<file path="src/rtl/mem_access_sequencer_if.sv">
// Shared memory-port bundle between the CPU requesters (IF and D), the unified memory
// and the access sequencer. The master side is the environment; the slave side is the sequencer.
interface mem_access_sequencer_if #(
   parameter int ADDR_W = 32,
   parameter int DATA_W = 32
);
   logic              if_req;
   logic [ADDR_W-1:0] if_addr;
   logic              if_ack;
   logic              d_req;
   logic              d_we;
   logic [ADDR_W-1:0] d_addr;
   logic [DATA_W-1:0] d_wdata;
   logic              d_ack;
   logic [DATA_W-1:0] rd_data;
   logic [ADDR_W-1:0] mem_addr;
   logic [DATA_W-1:0] mem_wdata;
   logic              mem_wr;
   logic [DATA_W-1:0] mem_rdata;

   modport master (
      output if_req, if_addr, d_req, d_we, d_addr, d_wdata, mem_rdata,
      input  if_ack, d_ack, rd_data, mem_addr, mem_wdata, mem_wr
   );

   modport slave (
      input  if_req, if_addr, d_req, d_we, d_addr, d_wdata, mem_rdata,
      output if_ack, d_ack, rd_data, mem_addr, mem_wdata, mem_wr
   );
endinterface

</file>
<file path="src/rtl/mem_access_sequencer.sv">
// Arbitrates the shared memory port between instruction fetch and data access, one access at a time.
// Define ARB_RR_EN for alternating arbitration on ties; otherwise data always beats fetch.
module mem_access_sequencer #(
   parameter int ADDR_W      = 32,
   parameter int DATA_W      = 32,
   parameter int MEM_LATENCY = 2
) (
   input  logic                   clock,
   input  logic                   reset,
   mem_access_sequencer_if.slave  bus,
   output logic                   busy,
   output logic [1:0]             state_out
);
   localparam int CNT_W = (MEM_LATENCY > 1) ? $clog2(MEM_LATENCY) : 1;

   typedef enum logic [1:0] {
      IDLE   = 2'd0,
      ACCESS = 2'd1,
      DONE   = 2'd2
   } state_t;

   state_t            state_reg;
   logic [CNT_W-1:0]  cnt_reg;
   logic              grant_d_reg;
   logic              last_grant_d_reg;
   logic              if_ack_reg;
   logic              d_ack_reg;
   logic [DATA_W-1:0] rd_data_reg;
   logic [ADDR_W-1:0] mem_addr_reg;
   logic [DATA_W-1:0] mem_wdata_reg;
   logic              mem_wr_reg;
   logic              pick_d;

`ifdef ARB_RR_EN
   // On a tie the requester that was not served last time wins.
   assign pick_d = bus.d_req && (!bus.if_req || !last_grant_d_reg);
`else
   logic unused_last_grant;
   assign unused_last_grant = last_grant_d_reg;
   assign pick_d = bus.d_req;
`endif

   always_ff @(posedge clock) begin
      if (reset) begin
         state_reg        <= IDLE;
         cnt_reg          <= '0;
         grant_d_reg      <= 1'b0;
         last_grant_d_reg <= 1'b1;
         if_ack_reg       <= 1'b0;
         d_ack_reg        <= 1'b0;
         rd_data_reg      <= '0;
         mem_addr_reg     <= '0;
         mem_wdata_reg    <= '0;
         mem_wr_reg       <= 1'b0;
      end else begin
         if_ack_reg <= 1'b0;
         d_ack_reg  <= 1'b0;
         case (state_reg)
            IDLE: begin
               if (bus.if_req || bus.d_req) begin
                  grant_d_reg  <= pick_d;
                  mem_addr_reg <= pick_d ? bus.d_addr : bus.if_addr;
                  if (pick_d) begin
                     mem_wdata_reg <= bus.d_wdata;
                  end
                  mem_wr_reg <= pick_d && bus.d_we;
                  cnt_reg    <= CNT_W'(MEM_LATENCY - 1);
                  state_reg  <= ACCESS;
               end else begin
                  mem_wr_reg <= 1'b0;
               end
            end
            ACCESS: begin
               if (cnt_reg == '0) begin
                  // mem_wr is held for the whole access, so it doubles as the read/write flag.
                  if (!mem_wr_reg) begin
                     rd_data_reg <= bus.mem_rdata;
                  end
                  mem_wr_reg <= 1'b0;
                  if_ack_reg <= !grant_d_reg;
                  d_ack_reg  <= grant_d_reg;
                  state_reg  <= DONE;
               end else begin
                  cnt_reg <= cnt_reg - CNT_W'(1);
               end
            end
            DONE: begin
               last_grant_d_reg <= grant_d_reg;
               state_reg        <= IDLE;
            end
            default: begin
               mem_wr_reg <= 1'b0;
               state_reg  <= IDLE;
            end
         endcase
      end
   end

   assign bus.if_ack    = if_ack_reg;
   assign bus.d_ack     = d_ack_reg;
   assign bus.rd_data   = rd_data_reg;
   assign bus.mem_addr  = mem_addr_reg;
   assign bus.mem_wdata = mem_wdata_reg;
   assign bus.mem_wr    = mem_wr_reg;
   assign busy          = (state_reg != IDLE);
   assign state_out     = state_reg;
endmodule

</file>
<file path="src/flat_wrapper.sv">
// flat-port wrapper written by rule: the top's interface ports become plain ports
module mem_access_sequencer_flat 
#(
   parameter int ADDR_W      = 32,
   parameter int DATA_W      = 32,
   parameter int MEM_LATENCY = 2
)
  (clock, reset, busy, state_out, bus_if_req, bus_if_addr, bus_d_req, bus_d_we, bus_d_addr, bus_d_wdata, bus_mem_rdata, bus_if_ack, bus_d_ack, bus_rd_data, bus_mem_addr, bus_mem_wdata, bus_mem_wr);
  mem_access_sequencer_if #(.ADDR_W(ADDR_W), .DATA_W(DATA_W)) bus_i ();
  input  logic clock;
  input  logic reset;
  output logic busy;
  output logic [1:0] state_out;
  input wire logic [$bits(bus_i.if_req)-1:0] bus_if_req;
  input wire logic [$bits(bus_i.if_addr)-1:0] bus_if_addr;
  input wire logic [$bits(bus_i.d_req)-1:0] bus_d_req;
  input wire logic [$bits(bus_i.d_we)-1:0] bus_d_we;
  input wire logic [$bits(bus_i.d_addr)-1:0] bus_d_addr;
  input wire logic [$bits(bus_i.d_wdata)-1:0] bus_d_wdata;
  input wire logic [$bits(bus_i.mem_rdata)-1:0] bus_mem_rdata;
  output wire logic [$bits(bus_i.if_ack)-1:0] bus_if_ack;
  output wire logic [$bits(bus_i.d_ack)-1:0] bus_d_ack;
  output wire logic [$bits(bus_i.rd_data)-1:0] bus_rd_data;
  output wire logic [$bits(bus_i.mem_addr)-1:0] bus_mem_addr;
  output wire logic [$bits(bus_i.mem_wdata)-1:0] bus_mem_wdata;
  output wire logic [$bits(bus_i.mem_wr)-1:0] bus_mem_wr;
  assign bus_i.if_req = bus_if_req;
  assign bus_i.if_addr = bus_if_addr;
  assign bus_i.d_req = bus_d_req;
  assign bus_i.d_we = bus_d_we;
  assign bus_i.d_addr = bus_d_addr;
  assign bus_i.d_wdata = bus_d_wdata;
  assign bus_i.mem_rdata = bus_mem_rdata;
  assign bus_if_ack = bus_i.if_ack;
  assign bus_d_ack = bus_i.d_ack;
  assign bus_rd_data = bus_i.rd_data;
  assign bus_mem_addr = bus_i.mem_addr;
  assign bus_mem_wdata = bus_i.mem_wdata;
  assign bus_mem_wr = bus_i.mem_wr;
  mem_access_sequencer #(.ADDR_W(ADDR_W), .DATA_W(DATA_W), .MEM_LATENCY(MEM_LATENCY)) u_core (.clock(clock), .reset(reset), .bus(bus_i), .busy(busy), .state_out(state_out));
endmodule
</file>
<file path="config.mk">
export PLATFORM = sky130hd
export DESIGN_NAME = mem_access_sequencer_flat
export DESIGN_NICKNAME = d
export VERILOG_FILES = /design/src/rtl/mem_access_sequencer_if.sv /design/src/rtl/mem_access_sequencer.sv /design/src/flat_wrapper.sv
export SDC_FILE = /design/constraint.sdc
export NUM_CORES = 1
export LEC_CHECK = 0
export CAP_MARGIN = 40
export CORE_MARGIN = 2
export CORE_UTILIZATION = 37
export CTS_CLUSTER_DIAMETER = 60
export DETAILED_ROUTE_END_ITERATION = 8
export PLACE_DENSITY = 0.78
export SLEW_MARGIN = 0
export SYNTH_ARGS = -nofsm -noshare
export SYNTH_HDL_FRONTEND = slang
export SYNTH_SLANG_ARGS = --single-unit
</file>
<file path="constraint.sdc">
create_clock -name clock -period 4.4 [get_ports clock]
set_input_delay 0.88 -clock clock [delete_from_list [all_inputs] [get_ports clock]]
set_output_delay 0.88 -clock clock [all_outputs]
set_load 0.03 [all_outputs]
</file>
==> results.md <==
* Status: finished clean
* Fin util at 62.0%
* Total Nets Final at 802
* Max Fclk at 0.347 GHz
* DP HPWL at 9260 um
* First-pass GRT wire length at 19,300 um
* Max_cap viols at 0
* Hold Vio Cnt, Final at 0
* Sequential-to-total area share from yosys stat at 50.3%
* Initial Util at 37.8%
* CP peak stage delay at 0.68 ns
* Grt ovf at 0
* Die width at 109 um
* Mapped cell area at 0.00410 mm2
* Post-cts sizing count at 0
* Final instance area at 0.00673 mm2
* Ports at 235
* WS Path Type: flop to output pin
* CTS tree: built
* Routed len/inst at 15.3 um
* Clock Tree Buf Depth at 2
* Layout cells sized above 1 at 8.61%
* Vias at 3,956
* Critical Path End Type: output pin
* CP required at 3.52 ns
* Site Rows at 38
* Drt via density at 4.86
* Power consumption at 0.00239 W
* Worst-Skew Late Latency at 0.34 ns
* Final worst setup slack at 1.52 ns
* IO buf count at 234
* DP Area at 0.00653 mm2
* Max IR drop VDD at 0.171 mV
* Place WS at 1.88 ns
* Distinct cell type count after synthesis at 26
* Synthesized flop and latch total at 103
* Worst Skew at 0.00918 ns
* Crit-path cells: nor2_2 -> buf_4 -> inv_1 -> clkdlybuf4s50_1
* Cts-stage hold buffer count at 0
* Slowest stage cell, crit path: clkdlybuf4s50_1
* Post-DRT Antenna Nets at 0
* RePlAce Congestion at 0.715
* H-tree depth at 3
* Crit share post-route at 65.5%
* Vias in the first global route at 4,011
* Num Clock Sinks at 103
* Layout filler cell count at 908
* Minimum clock period at 2.88 ns
* RSZ-0062 raised after global routing: false
* Final setup vio count at 0
* Syn Area/Cell at 8.97 um2
* Num CTS Buffers at 9
* Mapped Cells at 457
* GRT Util Overall at 20.5%
* Root Buffer: clkbuf_8
* Critical path arrival at 2.00 ns
* Drt total wl at 12,400 um
* DRC Markers at 0
* Largest net degree at the start of global routing at 59
* Area grow syn2layout at 64.2%
* Post-synth net total at 590
* Clock slew at reported path FFs at 0.09 ns
* N_diodes at 0
* Max-slew violations at 0
* CP max FO at 36
* Die ar. at 0.0119 mm2
* Core area at 0.0108 mm2
* Pre-antenna DRT Iters at 4
* Setup_tns at 0 ns
* Normalized max-slew margin at 48.6%
* Tightest Pin Transition at 0.772 ns
* Die Y at 109 um
* Antenna violations before repair at 0
* Ys Warns at 0
* P_leak at 2.47 nW
* Setup Buffers After CTS at 0
* Worst hold path class: flop to flop
* Iteration-0 DRC Markers at 179
* Worst Setup Start Kind: flop
* PwrDens at 355 mW/mm2
[final cells by class]
type | count | area [um2] | area share [%]
clock buffers | 12 | 145 | 2.16
clock inverters | 4 | 55.1 | 0.818
inverters | 2 | 7.51 | 0.112
well taps | 140 | 175 | 2.60
multi-input cells | 311 | 1840 | 27.3
flip-flops and latches | 103 | 2060 | 30.7
repair buffers | 242 | 2440 | 36.3
[cell usage after synthesis]
| cell | count | share of area, % |
|---|---|---|
| nand2_1 | 131 | 12 |
| dfxtp_1 | 103 | 50 |
| a21oi_1 | 99 | 12 |
| mux2i_1 | 32 | 7.8 |
| a211oi_2 | 30 | 9.2 |
| clkbuf_1 | 26 | 2.4 |
| buf_2 | 10 | 1.2 |
| buf_6 | 5 | 1.4 |
| a211oi_1 | 2 | 0.37 |
| inv_1 | 2 | 0.18 |
| nand3_1 | 2 | 0.24 |
| a31oi_1 | 1 | 0.15 |
| and2_1 | 1 | 0.15 |
| and2_4 | 1 | 0.21 |
| nand2b_1 | 1 | 0.15 |
| nand3b_1 | 1 | 0.18 |
| nor2_2 | 1 | 0.15 |
| nor2b_1 | 1 | 0.15 |
| nor3_1 | 1 | 0.12 |
| nor3b_2 | 1 | 0.31 |
| nor4_1 | 1 | 0.15 |
| nor4b_2 | 1 | 0.37 |
| o21ai_1 | 1 | 0.12 |
| or2_1 | 1 | 0.15 |
| or3b_1 | 1 | 0.21 |
| or4b_1 | 1 | 0.24 |
[through the flow]
stage / hold slack (ns) / std cells
6_report: 0.457 / 814
5_1_grt: 0.477 / 814
2_1_floorplan: 0.411 / 457
3_5_place_dp: 0.449 / 798
3_3_place_gp: 0.442 / 795
4_1_cts: 0.461 / 814
[placed cells by master, fill, tap and decap left out, types with 6 or more instances in the layout]
master / n
buf_4: 6
mux2i_1: 32
dfxtp_1: 103
clkdlybuf4s50_1: 232
clkbuf_8: 10
nand2_1: 131
a21oi_1: 99
a211oi_2: 30
[path summary, 6_finish.rpt]
check / start / end / slack [ns] / cells past startpoint
worst max-delay path: u_core.state_out[1]$_SDFFE_PP0P_ / busy / 1.52 / 4
worst min-delay path: u_core.bus.mem_wdata[0]$_SDFFE_PP0P_ / u_core.bus.mem_wdata[0]$_SDFFE_PP0P_ / 0.46 / 2
worst max register to register: u_core.state_out[1]$_SDFFE_PP0P_ / u_core.bus.mem_addr[4]$_SDFFE_PP0P_ / 2.64 / 4
worst min register to register: u_core.bus.mem_wdata[0]$_SDFFE_PP0P_ / u_core.bus.mem_wdata[0]$_SDFFE_PP0P_ / 0.46 / 2
[report_power, final]
group          total (W)  leakage, nW  switching, W  internal (W)
sequential       0.00106        0.847     0.0000482       0.00101
combinational   0.000737         1.52      0.000396      0.000341
clock           0.000589       0.0968      0.000307      0.000282
[per-layer routing]
metal / up-vias / GRT usage (%) / part of all wire [%]
met5: - / 0 / 0
met4: 0 / 7.32 / 1.6
met3: 14 / 5.44 / 7.8
met2: 145 / 36.4 / 51
met1: 1817 / 23.7 / 39
li1: 1980 / - / -
[worst max-delay path, delay by kind of cell, from the launching register on]
family,cells,cell delay (ns)
flops,1,0.57
simple gates,1,0.05
buf+inv,3,1.05
[kinds of logic (layout without fill, tap and decap cells)]
family | after synthesis | count (layout) | share of synthesized area (%)
and+or+nand+nor | 146 | 146 | 14.8
buffers and inverters | 43 | 260 | 5.16
muxes | 32 | 32 | 7.82
AOI/OAI and AO/OA | 133 | 133 | 21.9
DFF | 103 | 103 | 50.3
Note: power is estimated with default switching activity, not from simulation.
==> patch (config.mk and constraints unchanged) <==
`DATA_W` is set to 32 in 3 places; all go to 16.
--- a/src/rtl/mem_access_sequencer_if.sv
+++ b/src/rtl/mem_access_sequencer_if.sv
@@ -2,7 +2,7 @@
 // and the access sequencer. The master side is the environment; the slave side is the sequencer.
 interface mem_access_sequencer_if #(
    parameter int ADDR_W = 32,
-   parameter int DATA_W = 32
+   parameter int DATA_W = 16
 );
    logic              if_req;
    logic [ADDR_W-1:0] if_addr;
--- a/src/rtl/mem_access_sequencer.sv
+++ b/src/rtl/mem_access_sequencer.sv
@@ -2,7 +2,7 @@
 // Define ARB_RR_EN for alternating arbitration on ties; otherwise data always beats fetch.
 module mem_access_sequencer #(
    parameter int ADDR_W      = 32,
-   parameter int DATA_W      = 32,
+   parameter int DATA_W      = 16,
    parameter int MEM_LATENCY = 2
 ) (
    input  logic                   clock,
--- a/src/flat_wrapper.sv
+++ b/src/flat_wrapper.sv
@@ -2,7 +2,7 @@
 module mem_access_sequencer_flat 
 #(
    parameter int ADDR_W      = 32,
-   parameter int DATA_W      = 32,
+   parameter int DATA_W      = 16,
    parameter int MEM_LATENCY = 2
 )
   (clock, reset, busy, state_out, bus_if_req, bus_if_addr, bus_d_req, bus_d_we, bus_d_addr, bus_d_wdata, bus_mem_rdata, bus_if_ack, bus_d_ack, bus_rd_data, bus_mem_addr, bus_mem_wdata, bus_mem_wr);
Interface: changed (resized bus_d_wdata, bus_mem_rdata, bus_mem_wdata and bus_rd_data); port bits go from 235 to 171. No check against the original RTL was run, so the function may have changed too.
==> patch against the unedited design <==
  * Routed wire length is 31% lower
  * Via count is 29% lower
  * Count of clock-buffer cells in the layout is 3 lower
  * Sequential cell count is 32 lower
  * Final area is 28% lower
  * Total power is 28% lower
  * Synthesized area is 26% lower
  * Non-clock buffer count is 66 lower
  * Setup slack better by 0.30 ns
==> patch: results (changes against the unedited design) <==
run status=complete, no violations; CTS clk-pin slew, worst paths=0.07 ns (-0.02 ns); post-synth net total=420 (-29%); Num CTS Buffers=9 (unchanged); Place WS=1.91 ns (+0.0285 ns); origin of the worst min-delay path=u_core.grant_d_reg; setup slack of the worst register-to-register path=2.62 ns (-0.02 ns); DR pass1 iterations=4 (unchanged); maximum net fanout on the critical path=9 (-75%); maximum buffer depth of the clock tree=2 (unchanged); worst hold path type=flop to flop; total of cells resized after clock tree synthesis=0 (unchanged); smallest hold slack=0.455 ns (-0.00151 ns); Yosys Warn Count=0 (unchanged); sequential share of the synthesized area=46.9% (-3.4 points); Maximum Capacitance Violations=0 (unchanged); tightest slew margin relative to the limit=44.6% (-3.9 points); Vias per Instance=4.87 (+0.15%); vias in the first global route=2792 (-30%); worst reg2reg path endpoint=u_core.bus.mem_addr[12]; share of cells above drive strength 1=11.7% (+3.1 points); antenna violations before repair=0 (unchanged); Detailed Route Iter0 Violations=46 (-74%); Ant. Diodes=0 (unchanged); global-route wire length before repair=13.2 mm (-31%); Distinct cells, synth=26 (unchanged); Post CTS Setup Buffer Count=0 (unchanged); Largest register FFs=32; Max stage delay on crit path=a little under 0.7 ns; ratio of final minimum period to clock period=58.6% (-6.9 points); most frequent cells after synthesis=sky130_fd_sc_hd__dfxtp_1, sky130_fd_sc_hd__a21oi_1, sky130_fd_sc_hd__nand2_1, sky130_fd_sc_hd__mux2i_1, sky130_fd_sc_hd__a211oi_2; Layout Skew=0.00930 ns (+0.000114 ns); number of nets in the layout=576 (-28%); clock network latency to the later pin of the worst-skew pair=0.33 ns; routed length on met1=3.46 mm (-29%); DP Wirelength=6.35 mm (-31%); maximum number of pins on one net before global-route repair=42 (-29%); cell with the largest stage delay on the worst path=sky130_fd_sc_hd__clkdlybuf4s50_1; number of input and output port buffers inserted=170 (-27%); total met2 wirelength after detailed routing=4.17 mm (-35%); uppermost routed layer=met4; overall track demand over capacity in global routing=18.7% (-1.8 points); synth top area cells=sky130_fd_sc_hd__dfxtp_1, sky130_fd_sc_hd__a211oi_2, sky130_fd_sc_hd__a21oi_1; leakage dissipation=1.81 nW (-26%); final weighted congestion in routability-driven placement=0.734 (+2.8%); critical register-to-register path startpoint=u_core.state_out[0]; IR Drop Worst-Case VDD=0.208 mV (+21%); data arrival time of the critical path=1.70 ns (-0.30 ns); total met3 wirelength after detailed routing=819 um (-15%); per-cell routed wire length=14.9 um (-2.6%); worst min-delay path endpoint=u_core.bus.if_ack; cell family contributing the most delay on the critical path=buffers and inverters; number of cells traversed by the worst register-to-register path=4 (unchanged); number of cells traversed by the worst hold path=1 (-1)
## patch: logic make-up (layout without fill, tap and decap cells)
group | after synthesis | after routing | synth area share (%)
AOI/OAI and AO/OA | 102 | 102 | 24.6
and+or+nand+nor | 80 | 80 | 12.0
muxes | 32 | 32 | 10.6
buffers and inverters | 34 | 193 | 5.91
DFF | 71 | 71 | 46.9
## patch: cell type report
class,count,area [um^2]
fillers,665,2970
flip-flops and latches,71,1420
repair buffers,176,1740
inverters,3,11.3
clock buffers,9,124
well taps,102,128
multi-input cells,214,1430
clock inverters,5,27.5
## patch: per-layer routing
| metal | vias to the layer above | GRT usage, % |
|---|---|---|
| li1 | 1428 | - |
| met4 | 0 | 7.73 |
| met3 | 15 | 5.59 |
| met1 | 1277 | 21.4 |
| met5 | - | 0 |
| met2 | 103 | 32.4 |
## patch: metrics by stage
stage / instances / instance area, um^2
2_1_floorplan: 319 / 3030
4_1_cts: 580 / 4880
3_3_place_gp: 565 / 4720
3_5_place_dp: 566 / 4720
6_report: 580 / 4880
5_1_grt: 580 / 4880
## patch: worst max-delay path by stage
stage	startpoint	cells after the start	to
floorplan	bus_d_req	7	u_core.bus.mem_addr[0]
global placement	bus_d_req	5	u_core.bus.mem_wr
detailed placement	bus_d_req	5	u_core.bus.mem_wdata[8]
CTS	u_core.state_out[1]	3	busy
global route	u_core.state_out[0]	3	busy
finish	u_core.state_out[1]	3	busy
## patch: report_power, final
group	leakage (nW)	internal, mW	switching (mW)
sequential	0.585	0.705	0.0363
combinational	1.15	0.258	0.298
clock	0.0805	0.194	0.226
total	1.81	1.16	0.560
